**src/rtl/mcu_bus_pkg.sv**
```systemverilog
// Shared types and helpers for the MCU data-bus bridge.
// State encoding, strobe width and slot-index width.
package mcu_bus_pkg;

  typedef enum logic [1:0] {
    ST_IDLE,
    ST_SETUP,
    ST_ACCESS,
    ST_DONE
  } state_e;

  localparam int unsigned TMO_W = 8;

  function automatic int unsigned strb_w(int unsigned dw);
    return dw / 8;
  endfunction

  // Always at least one bit so a single slave still has an index.
  function automatic int unsigned idx_w(int unsigned n);
    return (n > 1) ? $clog2(n) : 1;
  endfunction

endpackage

```
**src/rtl/mcu_apb_bridge_if.sv**
```systemverilog
// Core load/store port plus APB4 bus bundle.
// The slave modport is the bridge view; master is the surroundings.
interface mcu_apb_bridge_if
  import mcu_bus_pkg::*;
#(
  parameter int unsigned NUM_SLAVES = 4,
  parameter int unsigned DATA_W     = 32
);
  localparam int unsigned SW = strb_w(DATA_W);

  logic                         req_rd;
  logic                         req_wr;
  logic [31:0]                  req_addr;
  logic [DATA_W-1:0]            req_wdata;
  logic [SW-1:0]                req_be;
  logic [DATA_W-1:0]            req_rdata;
  logic                         stall;
  logic                         done;
  logic                         err;
  logic [31:0]                  paddr;
  logic [NUM_SLAVES-1:0]        psel;
  logic                         penable;
  logic                         pwrite;
  logic [DATA_W-1:0]            pwdata;
  logic [SW-1:0]                pstrb;
  logic [NUM_SLAVES*DATA_W-1:0] prdata;
  logic [NUM_SLAVES-1:0]        pready;
  logic [NUM_SLAVES-1:0]        pslverr;

  modport slave (
    input  req_rd, req_wr, req_addr, req_wdata, req_be,
    input  prdata, pready, pslverr,
    output req_rdata, stall, done, err,
    output paddr, psel, penable, pwrite, pwdata, pstrb
  );

  modport master (
    output req_rd, req_wr, req_addr, req_wdata, req_be,
    output prdata, pready, pslverr,
    input  req_rdata, stall, done, err,
    input  paddr, psel, penable, pwrite, pwdata, pstrb
  );

endinterface

```
**src/rtl/mcu_apb_decoder.sv**
```systemverilog
// Address window decoder: hit, slot index, slot populated.
// Window spans 2**idx_w slots even when fewer are populated.
module mcu_apb_decoder
  import mcu_bus_pkg::*;
#(
  parameter int unsigned NUM_SLAVES = 4,
  parameter logic [31:0] BASE_ADDR  = 32'h1000_0000,
  parameter int unsigned SPAN_LOG2  = 12,
  localparam int unsigned IW        = idx_w(NUM_SLAVES)
) (
  input  logic          valid_i,
  input  logic [31:0]   addr_i,
  output logic          hit_o,
  output logic [IW-1:0] idx_o,
  output logic          idx_valid_o
);
  localparam int unsigned  WIN_LSB = SPAN_LOG2 + IW;
  localparam logic [IW:0]  NS      = (IW+1)'(NUM_SLAVES);

  assign hit_o = valid_i &&
    (addr_i[31:WIN_LSB] == BASE_ADDR[31:WIN_LSB]);
  assign idx_o       = addr_i[SPAN_LOG2 +: IW];
  assign idx_valid_o = ({1'b0, idx_o} < NS);

endmodule

```
**src/rtl/mcu_apb_bridge.sv**
```systemverilog
// Core load/store to APB4 bridge with wait-state stall,
// slave error capture and ACCESS-phase timeout.
module mcu_apb_bridge
  import mcu_bus_pkg::*;
#(
  parameter int unsigned NUM_SLAVES = 4,
  parameter int unsigned DATA_W     = 32,
  parameter logic [31:0] BASE_ADDR  = 32'h1000_0000,
  parameter int unsigned SPAN_LOG2  = 12,
  parameter int unsigned TIMEOUT    = 255
) (
  input logic clk,
  input logic rst,
  mcu_apb_bridge_if.slave bus
);
  localparam int unsigned IW = idx_w(NUM_SLAVES);
  localparam int unsigned SW = strb_w(DATA_W);
  localparam logic [TMO_W-1:0] TMO_LAST = TMO_W'(TIMEOUT - 1);

  state_e                state_q, state_d;
  logic [31:0]           paddr_q, paddr_d;
  logic                  pwrite_q, pwrite_d;
  logic [DATA_W-1:0]     pwdata_q, pwdata_d;
  logic [SW-1:0]         pstrb_q, pstrb_d;
  logic [IW-1:0]         idx_q, idx_d;
  logic [NUM_SLAVES-1:0] psel_q, psel_d;
  logic                  penable_q, penable_d;
  logic                  done_q, done_d;
  logic                  err_q, err_d;
  logic [DATA_W-1:0]     rdata_q, rdata_d;
  logic [TMO_W-1:0]      cnt_q, cnt_d;
  logic                  stall;

  logic                  hit;
  logic [IW-1:0]         dec_idx;
  logic                  dec_ok;
  logic [NUM_SLAVES-1:0] dec_oh;
  logic [DATA_W-1:0]     slot_rdata;
  logic                  slot_rdy;
  logic                  slot_err;

  mcu_apb_decoder #(
    .NUM_SLAVES (NUM_SLAVES),
    .BASE_ADDR  (BASE_ADDR),
    .SPAN_LOG2  (SPAN_LOG2)
  ) u_dec (
    .valid_i     (bus.req_rd | bus.req_wr),
    .addr_i      (bus.req_addr),
    .hit_o       (hit),
    .idx_o       (dec_idx),
    .idx_valid_o (dec_ok)
  );

  // One-hot select for the decoded slot, and mux of the latched slot.
  always_comb begin
    dec_oh     = '0;
    slot_rdata = '0;
    slot_rdy   = 1'b0;
    slot_err   = 1'b0;
    for (int i = 0; i < NUM_SLAVES; i++) begin
      if (dec_idx == IW'(i)) dec_oh[i] = 1'b1;
      if (idx_q == IW'(i)) begin
        slot_rdata = bus.prdata[i*DATA_W +: DATA_W];
        slot_rdy   = bus.pready[i];
        slot_err   = bus.pslverr[i];
      end
    end
  end

  // Next-state, APB phase control and completion outputs.
  always_comb begin
    state_d   = state_q;
    paddr_d   = paddr_q;
    pwrite_d  = pwrite_q;
    pwdata_d  = pwdata_q;
    pstrb_d   = pstrb_q;
    idx_d     = idx_q;
    psel_d    = psel_q;
    penable_d = penable_q;
    cnt_d     = cnt_q;
    done_d    = 1'b0;
    err_d     = 1'b0;
    rdata_d   = '0;
    stall     = 1'b0;
    unique case (state_q)
      ST_IDLE: begin
        if (hit) begin
          stall = 1'b1;
          if (dec_ok) begin
            paddr_d  = bus.req_addr;
            pwrite_d = bus.req_wr;
            pwdata_d = bus.req_wdata;
            pstrb_d  = bus.req_wr ? bus.req_be : '0;
            idx_d    = dec_idx;
            psel_d   = dec_oh;
            cnt_d    = '0;
            state_d  = ST_SETUP;
          end else begin
            done_d  = 1'b1;
            err_d   = 1'b1;
            state_d = ST_DONE;
          end
        end
      end
      ST_SETUP: begin
        stall     = 1'b1;
        penable_d = 1'b1;
        state_d   = ST_ACCESS;
      end
      ST_ACCESS: begin
        stall = 1'b1;
        if (slot_rdy) begin
          done_d    = 1'b1;
          err_d     = slot_err;
          rdata_d   = (!pwrite_q && !slot_err) ? slot_rdata : '0;
          psel_d    = '0;
          penable_d = 1'b0;
          state_d   = ST_DONE;
        end else if (cnt_q == TMO_LAST) begin
          done_d    = 1'b1;
          err_d     = 1'b1;
          psel_d    = '0;
          penable_d = 1'b0;
          state_d   = ST_DONE;
        end else begin
          cnt_d = cnt_q + 1'b1;
        end
      end
      ST_DONE: begin
        state_d = ST_IDLE;
      end
      default: state_d = ST_IDLE;
    endcase
  end

  // State and registered outputs; reset drops any transfer in flight.
  always_ff @(posedge clk or negedge rst) begin
    if (!rst) begin
      state_q   <= ST_IDLE;
      paddr_q   <= '0;
      pwrite_q  <= 1'b0;
      pwdata_q  <= '0;
      pstrb_q   <= '0;
      idx_q     <= '0;
      psel_q    <= '0;
      penable_q <= 1'b0;
      cnt_q     <= '0;
      done_q    <= 1'b0;
      err_q     <= 1'b0;
      rdata_q   <= '0;
    end else begin
      state_q   <= state_d;
      paddr_q   <= paddr_d;
      pwrite_q  <= pwrite_d;
      pwdata_q  <= pwdata_d;
      pstrb_q   <= pstrb_d;
      idx_q     <= idx_d;
      psel_q    <= psel_d;
      penable_q <= penable_d;
      cnt_q     <= cnt_d;
      done_q    <= done_d;
      err_q     <= err_d;
      rdata_q   <= rdata_d;
    end
  end

  assign bus.stall     = stall;
  assign bus.done      = done_q;
  assign bus.err       = err_q;
  assign bus.req_rdata = rdata_q;
  assign bus.paddr     = paddr_q;
  assign bus.psel      = psel_q;
  assign bus.penable   = penable_q;
  assign bus.pwrite    = pwrite_q;
  assign bus.pwdata    = pwdata_q;
  assign bus.pstrb     = pstrb_q;

endmodule

```
**src/flat_wrapper.sv**
```systemverilog
// flat-port wrapper written by rule: the top's interface ports become plain ports
module mcu_apb_bridge_flat import mcu_bus_pkg::*;
#(
  parameter int unsigned NUM_SLAVES = 4,
  parameter int unsigned DATA_W     = 32,
  parameter logic [31:0] BASE_ADDR  = 32'h1000_0000,
  parameter int unsigned SPAN_LOG2  = 12,
  parameter int unsigned TIMEOUT    = 255
)
  (clk, rst, bus_req_rd, bus_req_wr, bus_req_addr, bus_req_wdata, bus_req_be, bus_prdata, bus_pready, bus_pslverr, bus_req_rdata, bus_stall, bus_done, bus_err, bus_paddr, bus_psel, bus_penable, bus_pwrite, bus_pwdata, bus_pstrb);
  mcu_apb_bridge_if #(.NUM_SLAVES(NUM_SLAVES), .DATA_W(DATA_W)) bus_i ();
  input logic clk;
  input logic rst;
  input wire logic [$bits(bus_i.req_rd)-1:0] bus_req_rd;
  input wire logic [$bits(bus_i.req_wr)-1:0] bus_req_wr;
  input wire logic [$bits(bus_i.req_addr)-1:0] bus_req_addr;
  input wire logic [$bits(bus_i.req_wdata)-1:0] bus_req_wdata;
  input wire logic [$bits(bus_i.req_be)-1:0] bus_req_be;
  input wire logic [$bits(bus_i.prdata)-1:0] bus_prdata;
  input wire logic [$bits(bus_i.pready)-1:0] bus_pready;
  input wire logic [$bits(bus_i.pslverr)-1:0] bus_pslverr;
  output wire logic [$bits(bus_i.req_rdata)-1:0] bus_req_rdata;
  output wire logic [$bits(bus_i.stall)-1:0] bus_stall;
  output wire logic [$bits(bus_i.done)-1:0] bus_done;
  output wire logic [$bits(bus_i.err)-1:0] bus_err;
  output wire logic [$bits(bus_i.paddr)-1:0] bus_paddr;
  output wire logic [$bits(bus_i.psel)-1:0] bus_psel;
  output wire logic [$bits(bus_i.penable)-1:0] bus_penable;
  output wire logic [$bits(bus_i.pwrite)-1:0] bus_pwrite;
  output wire logic [$bits(bus_i.pwdata)-1:0] bus_pwdata;
  output wire logic [$bits(bus_i.pstrb)-1:0] bus_pstrb;
  assign bus_i.req_rd = bus_req_rd;
  assign bus_i.req_wr = bus_req_wr;
  assign bus_i.req_addr = bus_req_addr;
  assign bus_i.req_wdata = bus_req_wdata;
  assign bus_i.req_be = bus_req_be;
  assign bus_i.prdata = bus_prdata;
  assign bus_i.pready = bus_pready;
  assign bus_i.pslverr = bus_pslverr;
  assign bus_req_rdata = bus_i.req_rdata;
  assign bus_stall = bus_i.stall;
  assign bus_done = bus_i.done;
  assign bus_err = bus_i.err;
  assign bus_paddr = bus_i.paddr;
  assign bus_psel = bus_i.psel;
  assign bus_penable = bus_i.penable;
  assign bus_pwrite = bus_i.pwrite;
  assign bus_pwdata = bus_i.pwdata;
  assign bus_pstrb = bus_i.pstrb;
  mcu_apb_bridge #(.NUM_SLAVES(NUM_SLAVES), .DATA_W(DATA_W), .BASE_ADDR(BASE_ADDR), .SPAN_LOG2(SPAN_LOG2), .TIMEOUT(TIMEOUT)) u_core (.clk(clk), .rst(rst), .bus(bus_i));
endmodule
```
**config.mk**
```make
export PLATFORM = sky130hd
export DESIGN_NAME = mcu_apb_bridge_flat
export DESIGN_NICKNAME = d
export VERILOG_FILES = /design/src/rtl/mcu_bus_pkg.sv /design/src/rtl/mcu_apb_bridge_if.sv /design/src/rtl/mcu_apb_decoder.sv /design/src/rtl/mcu_apb_bridge.sv /design/src/flat_wrapper.sv
export SDC_FILE = /design/constraint.sdc
export NUM_CORES = 1
export LEC_CHECK = 0
export CELL_PAD_IN_SITES_DETAIL_PLACEMENT = 2
export CELL_PAD_IN_SITES_GLOBAL_PLACEMENT = 2
export CORE_MARGIN = 1
export CORE_UTILIZATION = 24
export CTS_CLUSTER_DIAMETER = 100
export DETAILED_ROUTE_END_ITERATION = 8
export PLACE_DENSITY = 0.89
export REMOVE_ABC_BUFFERS = 1
export SETUP_SLACK_MARGIN = 0.05
export SLEW_MARGIN = 30
export SYNTH_ARGS = -nofsm -noshare
export SYNTH_HDL_FRONTEND = slang
export SYNTH_HIERARCHICAL = 1
export SYNTH_SLANG_ARGS = --single-unit
```
**constraint.sdc**
```tcl
create_clock -name clk -period 3.95 [get_ports clk]
set_input_delay 0.79 -clock clk [delete_from_list [all_inputs] [get_ports clk]]
set_output_delay 0.79 -clock clk [all_outputs]
set_load 0.1 [all_outputs]
```
==> results of run 1 <==
power by group through the flow:
| stage | combinational, mW | clock [mW] | sequential (mW) |
|---|---|---|---|
| 6_report | 0.993 | 1.52 | 1.34 |
| 5_1_grt | 1.05 | 1.61 | 1.35 |
| 2_1_floorplan | 0.321 | 0 | 1.58 |
| 3_3_place_gp | 0.979 | 0 | 1.36 |
| 4_1_cts | 1.00 | 1.57 | 1.34 |
| 3_5_place_dp | 0.998 | 0 | 1.37 |
worst max-delay path, stage by stage:
cell and delay (ns):
sky130_fd_sc_hd__clkdlybuf4s50_1 0.46, sky130_fd_sc_hd__nor4_2 0.33, sky130_fd_sc_hd__nand4_1 0.19, sky130_fd_sc_hd__nor4b_2 0.34, sky130_fd_sc_hd__a21oi_1 0.12, sky130_fd_sc_hd__nor2_1 0.20, sky130_fd_sc_hd__buf_12 0.21
state kept, by name, summed over array words and instances, names as in the netlist:
signal / cells
u_core/bus.err: 1
u_core/bus.done: 1
u_core/idx_q: 2
u_core/bus.req_rdata: 32
u_core/bus.penable: 1
u_core/cnt_q: 8
u_core/bus.paddr: 32
u_core/bus.pwrite: 1
u_core/bus.pwdata: 32
u_core/bus.psel: 4
u_core/bus.pstrb: 4
u_core/state_q: 2
cells by family (layout without fill, tap and decap cells):
kind of cell,count (synthesis),in the layout,synth area share
compound gates,22,22,0.0342
fa+ha+maj,6,6,0.0134
buf+inv,40,360,0.0315
flops,120,120,0.536
mux,40,40,0.147
other cells,1,1,0.000670
simple gates,298,298,0.236
cells in the final DEF, fill, tap and decap left out, types with 8 or more instances in the layout:
master and n:
sky130_fd_sc_hd__dfrtp_1 119, sky130_fd_sc_hd__nand2_1 225, sky130_fd_sc_hd__mux4_2 34, sky130_fd_sc_hd__nand3_1 8
sky130_fd_sc_hd__nor2b_1 36, sky130_fd_sc_hd__clkbuf_16 17, sky130_fd_sc_hd__clkdlybuf4s50_1 301, sky130_fd_sc_hd__buf_2 13
routing by layer:
metal | share of wire | routed length (um)
met5 | 0.00036 | 8
met4 | 0.013 | 281
met3 | 0.069 | 1530
met2 | 0.56 | 12400
met1 | 0.36 | 8020
area by class of cell:
cell class                 instances  area, um^2
multi-input combinational        367        2430
sequential                       120        3000
fill                            2367       13200
clock inverter                     9         100
tap                              313         392
inverter                           6        22.5
timing repair buffer             324        3190
clock buffer                      21         470
path summary, 6_finish.rpt:
| kind | cells after the start | startpoint | slack (ns) | end |
|---|---|---|---|---|
| min in group clk | 2 | u_core/bus.pstrb[2]$_DFFE_PN0P_ | 0.47 | u_core/bus.pstrb[2]$_DFFE_PN0P_ |
| worst max-delay path | 7 | bus_req_addr[18] | 0.53 | bus_stall |
| worst min-delay path | 1 | rst | 0.44 | u_core/bus.paddr[23]$_DFFE_PN0P_ |
| worst max register to register | 6 | u_core/state_q[0]$_DFFE_PN0P_ | 1.58 | u_core/bus.psel[3]$_DFFE_PN0P_ |
| worst min register to register | 2 | u_core/bus.pstrb[2]$_DFFE_PN0P_ | 0.47 | u_core/bus.pstrb[2]$_DFFE_PN0P_ |
| max in group asynchronous | 2 | rst | 2.81 | u_core/bus.pwdata[0]$_DFFE_PN0P_ |
==> run summary, run 1 <==
==============================================================================
Required time of the critical path                                     3.16 ns
Clock sinks                                                                120
Floorplan core area                                                0.0228 mm^2
Logic pwr share                                                          0.257
Worst-path clk slew                                                    0.06 ns
Register share of total power                                            0.348
Finished Layout Cells                                                     1160
Largest area contributor in the synthesized netlist               sky130_fd_sc_hd__dfrtp_1
Maximum level of the CTS H-tree                                              4
Number of unique standard cell types used by synthesis                      37
Post-synth ARST share                                                     1.00
Min cycle time layout                                                  3.42 ns
Result of the run                                                    completed
Post-cts sizing count                                                        0
Seq cells post-synth                                                       120
Type of the tightest min-delay check                              input port to asynchronous set/reset pin
Number of enable-type register cells in the synthesized netlist              0
Library cell used as clock root buffer                            sky130_fd_sc_hd__clkbuf_16
Vias post-DR                                                              5235
Int Power                                                              2.65 mW
Setup Skew                                                          0.00680 ns
Post-DRT Antenna Nets                                                        0
Post-DP HPWL                                                           17.4 mm
Final Worst Setup Slack                                               0.526 ns
First-pass GRT wire length                                             34.1 mm
Category of the worst setup path capture point                      output pin
Arr. time, crit path                                                   2.63 ns
Number of input and output port buffers inserted                           316
Remaining global-route overflow                                              0
Vias in the first global route                                            6089
I/O pin count                                                              317
Drt first pass iters                                                         4
Cell area after placement                                         0.00907 mm^2
Via/cell ratio                                                            4.51
Slew Limit Headroom                                                      0.298
Kind of start point of the critical path                            input port
Final hold vios                                                              0
Main area contributors after synthesis                            sky130_fd_sc_hd__dfrtp_1 (54%), sky130_fd_sc_hd__nand2_1 (15%), sky130_fd_sc_hd__mux4_2 (14%), sky130_fd_sc_hd__nor2b_1 (4.0%), sky130_fd_sc_hd__clkbuf_1 (1.7%)
Slew at the pin with the worst max-slew slack                          1.05 ns
Post-synthesis to final-layout area growth                               71.8%
Setup bufs post-CTS                                                          0
Routing layer with the top usage in global route                          met2
Post-synth top area share                                                0.536
Worst-path fanout max                                                        2
Drt initial violations                                                     149
TritonCTS clock tree                                                       yes
Leakage power total                                                    4.29 nW
Maximum number of pins on one net before global-route repair                84
Final routed DRC violation total                                             0
Setup slack at placement                                              0.439 ns
Grt met2 use                                                             0.369
Met3 routing resource usage after global routing                        0.0555
Initial antenna violation count                                              0
Count of mapped cells out of synthesis                                     527
Share of the clock period used by the worst path after layout            0.867
Core Rows                                                                   55
Clock group share of total power                                         0.394
Sw power                                                               1.21 mW
Antenna Cells                                                                0
Yosys warnings                                                               6
IR Drop Worst-Case VDD                                              0.000221 V
Number of buffers between clock root and the deepest sink                    2
Routed wire length                                                     22.2 mm
Gr usage total                                                           0.190
Worst Path Class, Setup                                           input port to output pin
Dominant register cell in the synthesized netlist                 sky130_fd_sc_hd__dfrtp_1
Die Y                                                                   155 um
Avg Synthesized Cell Area                                            10.6 um^2
Average wire per standard cell                                         19.1 um
Nets@finish                                                               1050
Commonest cells in the synthesized netlist                        sky130_fd_sc_hd__nand2_1 (225), sky130_fd_sc_hd__dfrtp_1 (120), sky130_fd_sc_hd__nor2b_1 (36)
Routability congestion estimate                                          0.771
Final setup violation count                                                  0
Share of cells above drive strength 1                                    0.117
Final number of max-transition violations                                    0
Final instance area                                               0.00962 mm^2
Width of the die                                                        155 um
Worst Hold Slack                                                      0.437 ns
Final total power                                                      3.86 mW
Number of buffers added by the clock tree synthesis step                    17
Number of buffers inserted by hold repair at cts                             0
Area of the mapped netlist                                        0.00560 mm^2
Portion of the post-synthesis area used by sequential elements           0.536
Sum of negative setup slack                                               0 ns
Maximum clock rate                                                   0.292 GHz
Pwr Density                                                        401 mW/mm^2
Post-route core utilization                                              0.422
Met1 layer usage reported by global route                                0.196
Max-capacitance violation count                                              0
Initial Utilization                                                      0.246
Number of cells after detailed placement                                  1130
Unrepaired setup endpoints after global routing                             no
Worst-Skew Late Latency                                                0.41 ns
Switching Fraction                                                       0.313
Die Footprint                                                      0.0239 mm^2
Most frequently used cell type in the post-synthesis netlist      sky130_fd_sc_hd__nand2_1
==============================================================================
Note: power is estimated with default switching activity, not from simulation.
==> inputs of run 2 (changes only) <==
--- a/config.mk
+++ b/config.mk
@@ -12,6 +12,7 @@
 export CTS_CLUSTER_DIAMETER = 100
 export DETAILED_ROUTE_END_ITERATION = 8
 export PLACE_DENSITY = 0.89
+export RECOVER_POWER = 50
 export REMOVE_ABC_BUFFERS = 1
 export SETUP_SLACK_MARGIN = 0.05
 export SLEW_MARGIN = 30
==> run 2 against run 1 <==
Against the previous run:
- the flow now finishes with violations (max-capacitance violations, max-slew violations)
- utilization fell by 0.18 points
- register-to-register slack got worse by 0.55 ns
- die area unchanged
- critical endpoint unchanged
- non-clock buffer count did not move
==> run summary, run 2 (synthesis gave the netlist of run 1 again) <==
============================================================================
Library cell used as clock root buffer                          sky130_fd_sc_hd__clkbuf_16   unchanged
Commonest non-fill, non-tap cells in the layout                 sky130_fd_sc_hd__clkdlybuf4s50_1 (296), sky130_fd_sc_hd__nand2_1 (225), sky130_fd_sc_hd__dfrtp_1 (119), sky130_fd_sc_hd__nor2b_1 (36), sky130_fd_sc_hd__mux4_2 (34)   was sky130_fd_sc_hd__clkdlybuf4s50_1 (301), sky130_fd_sc_hd__nand2_1 (225), sky130_fd_sc_hd__dfrtp_1 (119), sky130_fd_sc_hd__nor2b_1 (36), sky130_fd_sc_hd__mux4_2 (34)
Worst-path clk slew                                                  0.05 ns   was 0.06 ns
Vias in the first global route                                          6089   unchanged
Worst-path fanout max                                                      2   unchanged
Violated checks                                                 max-capacitance violations, max-slew violations
Worst Path Class, Setup                                         input port to output pin   unchanged
Result of the run                                               finished, violations left   was completed
Post-DP HPWL                                                         17.4 mm   unchanged
Maximum clock rate                                                 0.292 GHz   about the same
Vias post-DR                                                            5246   was 5235
Die Footprint                                                    0.0239 mm^2   unchanged
Category of the worst setup path capture point                    output pin   unchanged
Number of buffers added by the clock tree synthesis step                  17   unchanged
Core Rows                                                                 55   unchanged
Nets@finish                                                             1050   unchanged
Min cycle time layout                                                3.43 ns   was 3.42 ns
Via/cell ratio                                                          4.52   was 4.51
Number of buffers inserted by hold repair at cts                           0   unchanged
Maximum level of the CTS H-tree                                            4   unchanged
Worst Hold Slack                                                    0.472 ns   was 0.437 ns
Die Y                                                                 155 um   unchanged
Final routed DRC violation total                                           0   unchanged
Final number of max-transition violations                                 84   was 0
Initial antenna violation count                                            0   unchanged
Pwr Density                                                      402 mW/mm^2   was 401 mW/mm^2
Width of the die                                                      155 um   unchanged
Sequence of cells on the critical path                          clkdlybuf4s50_1, nor4_2, nand4_1, nor4b_2, a21oi_1, nor2_1, buf_12   unchanged
Drt initial violations                                                   169   was 149
Final setup violation count                                                0   unchanged
TritonCTS clock tree                                                     yes   unchanged
Required time of the critical path                                   3.16 ns   about the same
First-pass GRT wire length                                           34.1 mm   unchanged
Worst-Skew Late Latency                                              0.41 ns   about the same
Internal reg-to-reg setup slack                                      1.03 ns   was 1.58 ns
Slowest Stage Delay on Critical Path                                 0.46 ns   about the same
Filler cell count                                                       2376   was 2367
Setup Skew                                                        0.00674 ns   was 0.00680 ns
Cell type of the slowest stage on the worst timing path         sky130_fd_sc_hd__clkdlybuf4s50_1   unchanged
IR Drop Worst-Case VDD                                            0.000221 V   about the same
Maximum number of pins on one net before global-route repair              84   unchanged
Post-cts sizing count                                                      0   unchanged
Routability congestion estimate                                        0.771   unchanged
I/O pin count                                                            317   unchanged
Routed wire length                                                   22.2 mm   about the same
Final total power                                                    3.85 mW   was 3.86 mW
Setup bufs post-CTS                                                        0   unchanged
Final hold vios                                                            0   unchanged
Initial Utilization                                                    0.246   unchanged
Arr. time, crit path                                                 2.64 ns   was 2.63 ns
Post-DRT Antenna Nets                                                      0   unchanged
Leakage power total                                                  4.23 nW   was 4.29 nW
Share of cells above drive strength 1                                  0.100   was 0.117
Gr usage total                                                         0.190   unchanged
Post-synthesis to final-layout area growth                             71.0%   was 71.8%
Number of buffers between clock root and the deepest sink                  2   unchanged
Number of input and output port buffers inserted                         316   unchanged
Drt first pass iters                                                       4   unchanged
Type of the tightest min-delay check                            flop to flop   was input port to asynchronous set/reset pin
Share of the clock period used by the worst path after layout          0.868   was 0.867
Slew Limit Headroom                                                   -0.529   was 0.298
Average wire per standard cell                                       19.2 um   was 19.1 um
Kind of start point of the critical path                          input port   unchanged
Unrepaired setup endpoints after global routing                           no   unchanged
Clock sinks                                                              120   unchanged
Floorplan core area                                              0.0228 mm^2   unchanged
Max-capacitance violation count                                            1   was 0
Most common cell after layout, fill and taps aside              sky130_fd_sc_hd__clkdlybuf4s50_1   unchanged
Antenna Cells                                                              0   unchanged
Remaining global-route overflow                                            0   unchanged
Slew at the pin with the worst max-slew slack                        2.29 ns   was 1.05 ns
============================================================================
## run 2: cell type report
class,count,area (um^2),share of cell area
clock buffer,21,470,0.0491
sequential,120,3000,0.314
inverter,6,22.5,0.00235
tap,313,392,0.0409
clock inverter,9,100,0.0105
timing repair buffer,324,3150,0.329
multi-input combinational,367,2430,0.254
## run 2: per-layer routing
layer	wire, um	track usage	vias up
li1	-	-	2364
met1	8010	0.196	2632
met2	12400	0.369	230
met3	1530	0.0555	18
met4	288	0.0561	2
met5	8	0	-
## run 2: critical path: cells and delay by family
kind	cells	cell delay [ns]
simple gates	4	1.06
compound gates	1	0.12
buf+inv	2	0.67
## run 2: per-stage QoR
step	util	setup WS, ns	area, um^2	setup TNS (ns)	cells
floorplan	-	-0.218	5450	-1.48	493
global placement	0.400	0.484	9110	0	1130
detailed placement	0.398	0.439	9070	0	1130
CTS	0.423	0.498	9640	0	1160
global route	0.420	0.425	9580	0	1160
finish	0.420	0.522	9580	0	1160
## run 2: path summary, 6_finish.rpt
kind                       depth (start not counted)                            endpoint                       startpoint
max                                                7                           bus_stall                 bus_req_addr[18]
min                                                2     u_core/bus.pstrb[2]$_DFFE_PN0P_  u_core/bus.pstrb[2]$_DFFE_PN0P_
max reg2reg                                        6  u_core/bus.req_rdata[25]$_DFF_PN0_      u_core/idx_q[1]$_DFFE_PN0P_
min reg2reg                                        2     u_core/bus.pstrb[2]$_DFFE_PN0P_  u_core/bus.pstrb[2]$_DFFE_PN0P_
max in group asynchronous                          2   u_core/bus.pwdata[28]$_DFFE_PN0P_                              rst
min in group asynchronous                          1    u_core/bus.paddr[23]$_DFFE_PN0P_                              rst
## run 2: power by group
part	switching [mW]	total [mW]	internal [mW]
combinational	0.600	0.986	0.386
sequential	0.0496	1.34	1.29
clock	0.555	1.52	0.965
